[src/rtl/uart_boot_loader.sv]
// UART boot loader: receives a framed program image byte by byte and
// writes it word by word into the instruction RAM while holding the CPU.
module uart_boot_loader #(
    parameter int          ADDR_WIDTH = 11,
    parameter logic [31:0] MAGIC      = 32'hEFBEADDE,
    parameter int          TIMEOUT    = 100000
) (
    input  logic                  clock,
    input  logic                  resetN,
    input  logic [7:0]            rxData,
    input  logic                  rxValid,
    output logic [ADDR_WIDTH-1:0] memAddress,
    output logic [31:0]           memWriteData,
    output logic                  memWriteEnable,
    output logic                  cpuHold,
    output logic                  loadDone,
    output logic                  loadError,
    output logic [1:0]            errorCode,
    output logic [ADDR_WIDTH:0]   wordCount
);

    localparam int TW = $clog2(TIMEOUT + 1);

    localparam logic [1:0] SYNC = 2'd0;
    localparam logic [1:0] LEN  = 2'd1;
    localparam logic [1:0] DATA = 2'd2;
    localparam logic [1:0] CSUM = 2'd3;

    localparam logic [32:0] MAX_LEN = 33'd1 << ADDR_WIDTH;

    logic [1:0]            state_q, state_d;
    logic [31:0]           shift_q, shift_d;
    logic [31:0]           word_q, word_d;
    logic [1:0]            idx_q, idx_d;
    logic [31:0]           sum_q, sum_d;
    logic [TW-1:0]         timer_q, timer_d;
    logic [ADDR_WIDTH:0]   len_q, len_d;
    logic [ADDR_WIDTH-1:0] addr_q, addr_d;
    logic [31:0]           wdata_q, wdata_d;
    logic                  we_q, we_d;
    logic                  hold_q, hold_d;
    logic                  done_q, done_d;
    logic                  err_q, err_d;
    logic [1:0]            code_q, code_d;
    logic [ADDR_WIDTH:0]   count_q, count_d;

    logic [31:0] full;
    logic [31:0] shiftIn;
    logic        lastByte;
    logic        lenBad;
    logic        lastWord;
    logic        expired;

    assign full     = {rxData, word_q[31:8]};
    assign shiftIn  = {rxData, shift_q[31:8]};
    assign lastByte = rxValid && (idx_q == 2'd3);
    assign lenBad   = (full == 32'd0) || ({1'b0, full} > MAX_LEN);
    assign lastWord = ({1'b0, addr_q} + {{ADDR_WIDTH{1'b0}}, 1'b1}) == len_q;
    assign expired  = (state_q != SYNC) && !rxValid
                      && (timer_q == TW'(TIMEOUT - 1));

    always_comb begin
        state_d = state_q;
        shift_d = shift_q;
        word_d  = word_q;
        idx_d   = idx_q;
        sum_d   = sum_q;
        timer_d = timer_q;
        len_d   = len_q;
        addr_d  = addr_q;
        wdata_d = wdata_q;
        we_d    = 1'b0;
        hold_d  = hold_q;
        done_d  = 1'b0;
        err_d   = 1'b0;
        code_d  = code_q;
        count_d = count_q;

        // Address and count advance one cycle after each write
        if (we_q) begin
            addr_d  = addr_q + 1'b1;
            count_d = count_q + 1'b1;
        end

        if (state_q != SYNC) begin
            timer_d = rxValid ? '0 : timer_q + 1'b1;
            if (rxValid) begin
                word_d = full;
                idx_d  = idx_q + 2'd1;
            end
        end

        case (state_q)
            LEN: begin
                if (lastByte) begin
                    if (lenBad) begin
                        err_d   = 1'b1;
                        code_d  = 2'd1;
                        hold_d  = 1'b0;
                        state_d = SYNC;
                        shift_d = '0;
                    end else begin
                        len_d   = full[ADDR_WIDTH:0];
                        addr_d  = '0;
                        state_d = DATA;
                    end
                end
            end
            DATA: begin
                if (lastByte) begin
                    we_d    = 1'b1;
                    wdata_d = full;
                    sum_d   = sum_q + full;
                    if (lastWord) begin
                        state_d = CSUM;
                    end
                end
            end
            CSUM: begin
                if (lastByte) begin
                    if (full == sum_q) begin
                        done_d = 1'b1;
                    end else begin
                        err_d  = 1'b1;
                        code_d = 2'd3;
                    end
                    hold_d  = 1'b0;
                    state_d = SYNC;
                    shift_d = '0;
                end
            end
            default: begin
                if (rxValid) begin
                    shift_d = shiftIn;
                    if (shiftIn == MAGIC) begin
                        state_d = LEN;
                        hold_d  = 1'b1;
                        code_d  = 2'd0;
                        count_d = '0;
                        sum_d   = '0;
                        idx_d   = 2'd0;
                        timer_d = '0;
                        word_d  = '0;
                    end
                end
            end
        endcase

        if (expired) begin
            err_d   = 1'b1;
            code_d  = 2'd2;
            hold_d  = 1'b0;
            state_d = SYNC;
            shift_d = '0;
            timer_d = '0;
        end
    end

    always_ff @(posedge clock) begin
        if (!resetN) begin
            state_q <= SYNC;
            shift_q <= '0;
            word_q  <= '0;
            idx_q   <= '0;
            sum_q   <= '0;
            timer_q <= '0;
            len_q   <= '0;
            addr_q  <= '0;
            wdata_q <= '0;
            we_q    <= 1'b0;
            hold_q  <= 1'b0;
            done_q  <= 1'b0;
            err_q   <= 1'b0;
            code_q  <= '0;
            count_q <= '0;
        end else begin
            state_q <= state_d;
            shift_q <= shift_d;
            word_q  <= word_d;
            idx_q   <= idx_d;
            sum_q   <= sum_d;
            timer_q <= timer_d;
            len_q   <= len_d;
            addr_q  <= addr_d;
            wdata_q <= wdata_d;
            we_q    <= we_d;
            hold_q  <= hold_d;
            done_q  <= done_d;
            err_q   <= err_d;
            code_q  <= code_d;
            count_q <= count_d;
        end
    end

    assign memAddress     = addr_q;
    assign memWriteData   = wdata_q;
    assign memWriteEnable = we_q;
    assign cpuHold        = hold_q;
    assign loadDone       = done_q;
    assign loadError      = err_q;
    assign errorCode      = code_q;
    assign wordCount      = count_q;

endmodule

[config.mk]
export PLATFORM = sky130hd
export DESIGN_NAME = uart_boot_loader
export DESIGN_NICKNAME = d
export VERILOG_FILES = /design/src/rtl/uart_boot_loader.sv
export SDC_FILE = /design/constraint.sdc
export NUM_CORES = 1
export LEC_CHECK = 0
export ABC_AREA = 1
export CAP_MARGIN = 20
export CORE_ASPECT_RATIO = 1.1
export CORE_MARGIN = 2
export CORE_UTILIZATION = 45
export DETAILED_ROUTE_END_ITERATION = 7
export GPL_TIMING_DRIVEN = 0
export PLACE_DENSITY = 0.63
export SLEW_MARGIN = 20
export SYNTH_ARGS = -nofsm -noshare
export SYNTH_HDL_FRONTEND = slang
export SYNTH_SLANG_ARGS = --single-unit
export TNS_END_PERCENT = 20
[constraint.sdc]
create_clock -name clock -period 2.6 [get_ports clock]
set_clock_uncertainty 0.15 [all_clocks]
set_input_delay 0.52 -clock clock [delete_from_list [all_inputs] [get_ports clock]]
set_output_delay 0.52 -clock clock [all_outputs]
set_load 0.01 [all_outputs]
==> results of run 1 <==
[tightest hold or removal path, cell delays in order, from the launching register on]
cell	delay, ps
dfxtp_1	310
nand2_1	60
a21oi_1	50
[cell type report]
cell class              count  area [um^2]
plain buffers              43          248
fillers                  2037         9410
inverters                 121          454
multi-input cells        1011         5140
flip-flops and latches    174         3490
repair buffers             74          749
clock buffers              21          480
well taps                 256          320
clock inverters            10         78.8
[power by group]
part           switching (W)  internal, W
combinational        0.00116     0.000573
clock                0.00113      0.00133
sequential          0.000274      0.00290
[path summary, 6_finish.rpt]
kind                             endpoint  slack [ps]  cells after the start
worst min-delay path             sum_q[7]         320                      2
worst max register to register  sum_q[11]         160                     13
worst max-delay path            sum_q[11]         130                     12
worst min register to register   sum_q[7]         320                      2
[layer usage]
metal  GRT usage (%)  wire, um
met5               0         0
met2            44.9     13500
met3            3.78      1500
met4            7.95       547
met1            34.5     12800
[sequential cells by signal, summed over array words and instances, names as in the netlist, named ones only]
| register | count |
|---|---|
| cpuHold | 1 |
| errorCode | 2 |
| idx_q | 2 |
| len_q | 12 |
| loadDone | 1 |
| loadError | 1 |
| memAddress | 11 |
| memWriteData | 32 |
| memWriteEnable | 1 |
| shift_q | 24 |
| state_q | 1 |
| sum_q | 32 |
| timer_q | 17 |
| wordCount | 12 |
| word_q | 24 |
[cell usage in the layout, fill, tap and decap left out, drive strengths merged, types with 5 or more instances in the layout]
master / Yosys / layout
or2: 8 / 8
nand2: 279 / 279
a21o: 5 / 5
xor2: 9 / 9
o21bai: 7 / 7
inv: 121 / 125
nor4: 10 / 10
clkdlybuf4s50: 0 / 63
xnor2: 5 / 5
nand4: 24 / 24
ha: 39 / 39
o21ai: 102 / 102
dfxtp: 174 / 174
buf: 20 / 24
nand3: 91 / 91
a21oi: 122 / 122
a211oi: 24 / 24
nor2: 218 / 218
nor3: 41 / 41
clkbuf: 25 / 44
nand3b: 5 / 5
[metrics by stage]
stage          cells  setup WS [ps]  utilization, %  cell area (um^2)  setup TNS [ps]
2_1_floorplan   1351            405               -              9270               0
3_3_place_gp    1677           -632            50.5             10300          -58430
3_5_place_dp    1677           -617            50.5             10300          -59140
4_1_cts         1711           5.76            53.5             10900               0
5_1_grt         1710           3.34            53.8             11000               0
6_report        1710            133            53.8             11000               0
[logic make-up (layout without fill, tap and decap cells)]
family                   after synthesis  in the layout  share of synthesized area [%]
AO/OA/AOI/OAI                        276            276                           16.4
flip-flops                           174            174                           37.6
XOR/XNOR                              14             14                           1.32
adder cells (fa/ha/maj)               40             40                           5.48
AND/OR/NAND/NOR                      681            681                           31.6
buffers and inverters                166            269                           7.59
[repair_timing]
| item | in CTS | in global routing |
|---|---|---|
| cloned | 0 | 0 |
| setup buffers | 3 | 1 |
| pin swaps | 1 | 1 |
| resized for setup | 7 | 23 |
| setup endpoints to repair | 78 | 134 |
==> impl_metrics.tcl, run 1 <==
set metrics [dict create \
    dr_total_vias 9380 \
    syn-num-nets 1402 \
    core_mm2 0.0204 \
    ys.flop_type "dfxtp_1" \
    synth_cell_types 46 \
    critPathLaunch "rxValid" \
    wirelength_um 28400 \
    rsz0062_at_grt "false" \
    clockBufferDepth 2 \
    drtIter0Drc 697 \
    p_total_w 0.00737 \
    cp-start-kind "input port" \
    die_area_mm2 0.0218 \
    grt_pass1_vias 8692 \
    finalCritPeriodShare_pct 94.9 \
    cap_violations 0 \
    slew_violations 0 \
    syn-cell-area_mm2 0.00927 \
    final_nets 1493 \
    wl_per_cell_um 16.6 \
    antenna_cells 0 \
    cts_sinks 174 \
    fp.dieH_um 155 \
    grt_pass1_wl_um 45600 \
    avgSynthCellArea_um2 6.86 \
    syn_inst 1351 \
    gp_congestion 1.03 \
    p_leak_nw 4.51 \
    synth_largest_area_cell "dfxtp_1" \
    root_buffer "clkbuf_16" \
    cp.required_ps 2750 \
    drt-pass1-iter-count 5 \
    vdd_drop_max_v 0.000556 \
    insertion_delay_ps 440 \
    path_cells "clkdlybuf4s50_1 -> nand2_1 -> nor2_2 -> inv_2 -> nor2_4 -> inv_2 -> nand2_4 -> inv_2 -> buf_6 -> buf_6 -> nand2_1 -> a21oi_1" \
    slowest_stage "clkdlybuf4s50_1" \
    avgViaCountPerCell 5.49 \
    yosysSeqAreaShare_pct 37.6 \
    setup_viol 0 \
    synth_commonest_cells "276 x nand2_1, 212 x nor2_1, 174 x dfxtp_1" \
    ios 72 \
    synth_seq_cells 174 \
    cp_top_family "buffers and inverters" \
    powerDensity_mw_per_mm2 673 \
    grt-ovfl-total 0 \
    route.detailed.drc 0 \
    cpPeakStageDelay_ps 640 \
    cp_common_cell "inv_2" \
    timing.rr.start "state_q[0]" \
    tightest_slew_ps 687 \
    clk_pin_slew_worst_paths_ps 60 \
    grt.total_usage_pct 26.3 \
    yosysWarnings 0 \
    hp-class "reg2reg" \
    ctsHtreeMaxLevel 4 \
    holdWs_ps 317 \
    min_from "sum_q[7]" \
    synth-edff-count 0 \
    postCtsHoldBufs 0 \
    status "completed" \
    cp-end-kind "flip-flop" \
    ant_nets 0 \
    io_buffers 70 \
    synth_top_area_share_pct 37.6 \
    antenna_found_initial 0 \
    dpl.hpwl_um 21700 \
    chipWidth_um 141 \
    period_needed_ps 2470 \
    crit_fanout 10 \
    hold_viol 0 \
    crit_type "in2reg" \
    cts_tree "built" \
    cts-buffers-inserted 17 \
    synth.most_common_cell "nand2_1" \
    start_util_pct 45.5 \
    ys_top_cells_by_area "dfxtp_1 38%, nand2_1 11%, nor2_1 8.6%, a21oi_1 6.6%, ha_1 5.3%" \
    row_count 55 \
    drive_gt1_share_pct 6.74 \
    arrival_ps 2610 \
    synth-async-reset-ratio_pct 0 \
    max_freq_mhz 405 \
    grt_max_degree 17 \
    cp_num_buf_inv 6 \
    relSlewSlack_pct 54.2 \
    area_delta_synth_final_pct 18.2 \
]
Power figures use the tool's default switching activity.
==> inputs of run 2 (changes only) <==
CAP_MARGIN = 25   (was 20)
==> results of run 2 <==
The final DEF is identical to that of run 1; final timing and power are the same.
==> inputs of run 3 (changes only) <==
ABC_AREA = 0   (was 1)
==> run 3 against run 2 <==
- the flow now finishes with violations (negative setup slack)
- global-route usage shrank 2.0 points
- final cell count shrank 13%
- highest routed layer unchanged
- sequential power shrank 15%
- non-clock buffer count grew 32
- largest power group unchanged
- via count shrank 10%
- die area shrank 4.8%
- total power shrank 26%
- critical path depth shrank 2
- synthesized cell count shrank 17%
- design area grew 0.55%
- core utilization grew 3.7 points
==> impl_metrics.tcl, run 3 <==
set metrics [dict create \
    status "complete, but fails checks" \
    cp-start-kind "flip-flop" \
    root_buffer "clkbuf_16" \
    fp.dieH_um 151 \
    final_nets 1273 \
    path_cells "ha_4 -> fa_2 -> a21o_1 -> a221oi_4 -> o21ai_4 -> a31oi_4 -> o31ai_4 -> and3_1 -> a31oi_1 -> o21ai_1" \
    cts_sinks 174 \
    slowest_stage "dfxtp_4" \
    finalCritPeriodShare_pct 102 \
    insertion_delay_ps 430 \
    max_freq_mhz 377 \
    timing.rr.start "word_q[8]" \
    start_util_pct 46.0 \
    clockBufferDepth 2 \
    wirelength_um 25000 \
    core_mm2 0.0192 \
    slew_violations 0 \
    clk_pin_slew_worst_paths_ps 70 \
    grt.total_usage_pct 24.3 \
    synth-async-reset-ratio_pct 0 \
    cts_tree "built" \
    gp_congestion 0.892 \
    antenna_cells 0 \
    cp-end-kind "flip-flop" \
    chipWidth_um 137 \
    reg2reg_to "sum_q[30]" \
    setup_viol 4 \
    rsz0062_at_grt "true" \
    synth_commonest_cells "200 x nand2_1, 174 x dfxtp_1, 129 x a21oi_1" \
    synth_cell_types 64 \
    hold_viol 0 \
    syn_inst 1124 \
    cp.required_ps 2750 \
    cap_violations 0 \
    min_delay_worst_endpoint "memWriteData[31]" \
    fin_area_mm2 0.0110 \
    ant_nets 0 \
    violations "negative setup slack" \
    grt_pass1_wl_um 39600 \
    syn-cell-area_mm2 0.00881 \
    area_delta_synth_final_pct 25.0 \
    min_from "rxData[7]" \
    avgViaCountPerCell 5.68 \
    postCtsHoldBufs 0 \
    syn-num-nets 1175 \
    grt_pass1_vias 7677 \
    p_leak_nw 3.99 \
    yosysWarnings 0 \
    ctsHtreeMaxLevel 4 \
    route.detailed.drc 0 \
    crit_fanout 4 \
    dp_worst_setup_slack_ps -1080 \
    place_inst 1441 \
    cts-buffers-inserted 17 \
    crit_type "reg2reg" \
    holdWs_ps 246 \
    synth_seq_cells 174 \
    synth_largest_area_cell "dfxtp_1" \
    fin_ws_ps -50.6 \
    dr_total_vias 8415 \
    relSlewSlack_pct 52.6 \
    drtIter0Drc 492 \
    ys.flop_type "dfxtp_1" \
    cpPeakStageDelay_ps 360 \
    drive_gt1_share_pct 14.7 \
    wl_per_cell_um 16.9 \
    period_needed_ps 2650 \
    arrival_ps 2800 \
    final_cells 1482 \
    synth_top_area_share_pct 39.5 \
    hp-class "in2reg" \
    grt-ovfl-total 0 \
    vdd_drop_max_v 0.000478 \
    antenna_found_initial 0 \
    synth.most_common_cell "nand2_1" \
    dpl.hpwl_um 17600 \
    row_count 53 \
    tightest_slew_ps 711 \
    powerDensity_mw_per_mm2 495 \
    synth-edff-count 0 \
    layout_common_cells "193 x nand2_1, 150 x dfxtp_1, 124 x a21oi_1, 103 x nor2_1, 63 x clkdlybuf4s50_1" \
    avgSynthCellArea_um2 7.84 \
    io_buffers 70 \
    die_area_mm2 0.0207 \
    final_common_cell "nand2_1" \
    yosysSeqAreaShare_pct 39.5 \
    drt-pass1-iter-count 5 \
    ys_top_cells_by_area "dfxtp_1 40%, nand2_1 8.5%, a21oi_1 7.3%, ha_1 5.5%, nor2_1 4.6%" \
    ios 72 \
    p_total_w 0.00546 \
    whs_path_depth 3 \
    postPlaceCellArea_mm2 0.00984 \
    ff2ff_path_depth 10 \
    grt_max_degree 17 \
    r2r_slack_ps -50 \
]
==> run 3: timing repair <==
item,CTS,global route
cloned,0,3
endpoints found under the setup margin,139,136
setup buffers,5,17
gates resized for setup,95,94
pin swaps,9,25
==> run 3: metrics by stage <==
stage / setup TNS (ps) / utilization (%)
after global routing: -1790 / 57.5
after global placement: -130350 / 51.4
after detailed placement: -131650 / 51.4
after CTS: -415 / 55.8
after floorplan: -14.2 / -
final: -91.1 / 57.5
==> run 3: kinds of logic after synthesis <==
family / Yosys count / share of synthesized area (%)
buffers and inverters: 88 / 3.92
multiplexers: 18 / 2.06
AO/OA/AOI/OAI: 260 / 17.4
adder cells (fa/ha/maj): 40 / 5.76
XOR/XNOR: 65 / 6.46
AND/OR/NAND/NOR: 479 / 24.9
flip-flops: 174 / 39.5
==> run 3: per-layer routing <==
layer / wire [um] / part of all wire (%) / vias up / GRT usage (%)
met1: 11400 / 46 / 3973 / 32.8
met5: 0 / 0 / - / 0
met3: 1350 / 5.4 / 43 / 3.98
li1: - / - / 4141 / -
met2: 11700 / 47 / 258 / 39.9
met4: 539 / 2.2 / 0 / 7.16
==> run 3: worst max path at each step <==
| stage | from | end | slack, ps | cells past startpoint |
|---|---|---|---|---|
| after CTS | word_q[8] | sum_q[18] | -70 | 10 |
| after detailed placement | rxData[4] | sum_q[8] | -1080 | 9 |
| after global routing | word_q[8] | sum_q[30] | -120 | 10 |
| after floorplan | word_q[16] | sum_q[31] | -10 | 9 |
| after global placement | rxData[2] | sum_q[13] | -1060 | 9 |
| final | word_q[8] | sum_q[30] | -50 | 10 |
==> run 3: final cells by class <==
type,count,area [um^2]
plain buffers,56,299
clock buffers,18,429
clock inverters,14,156
fillers,1799,8150
inverters,16,60.1
multi-input cells,864,5390
flip-flops and latches,174,3520
well taps,247,309
repair buffers,93,860
==> run 3: power by group <==
| part | total, W | internal [W] | switching (W) |
|---|---|---|---|
| Clock | 0.00259 | 0.00144 | 0.00115 |
| Combinational | 0.000182 | 0.0000554 | 0.000127 |
| Sequential | 0.00268 | 0.00268 | 0.00000924 |
==> run 3: critical path, delay by kind of cell, from the launching register on <==
family                     cells  cell delay [ps]
and+or+nand+nor                1              200
adders and majority gates      2              530
DFF                            1              360
AOI/OAI and AO/OA              7             1300
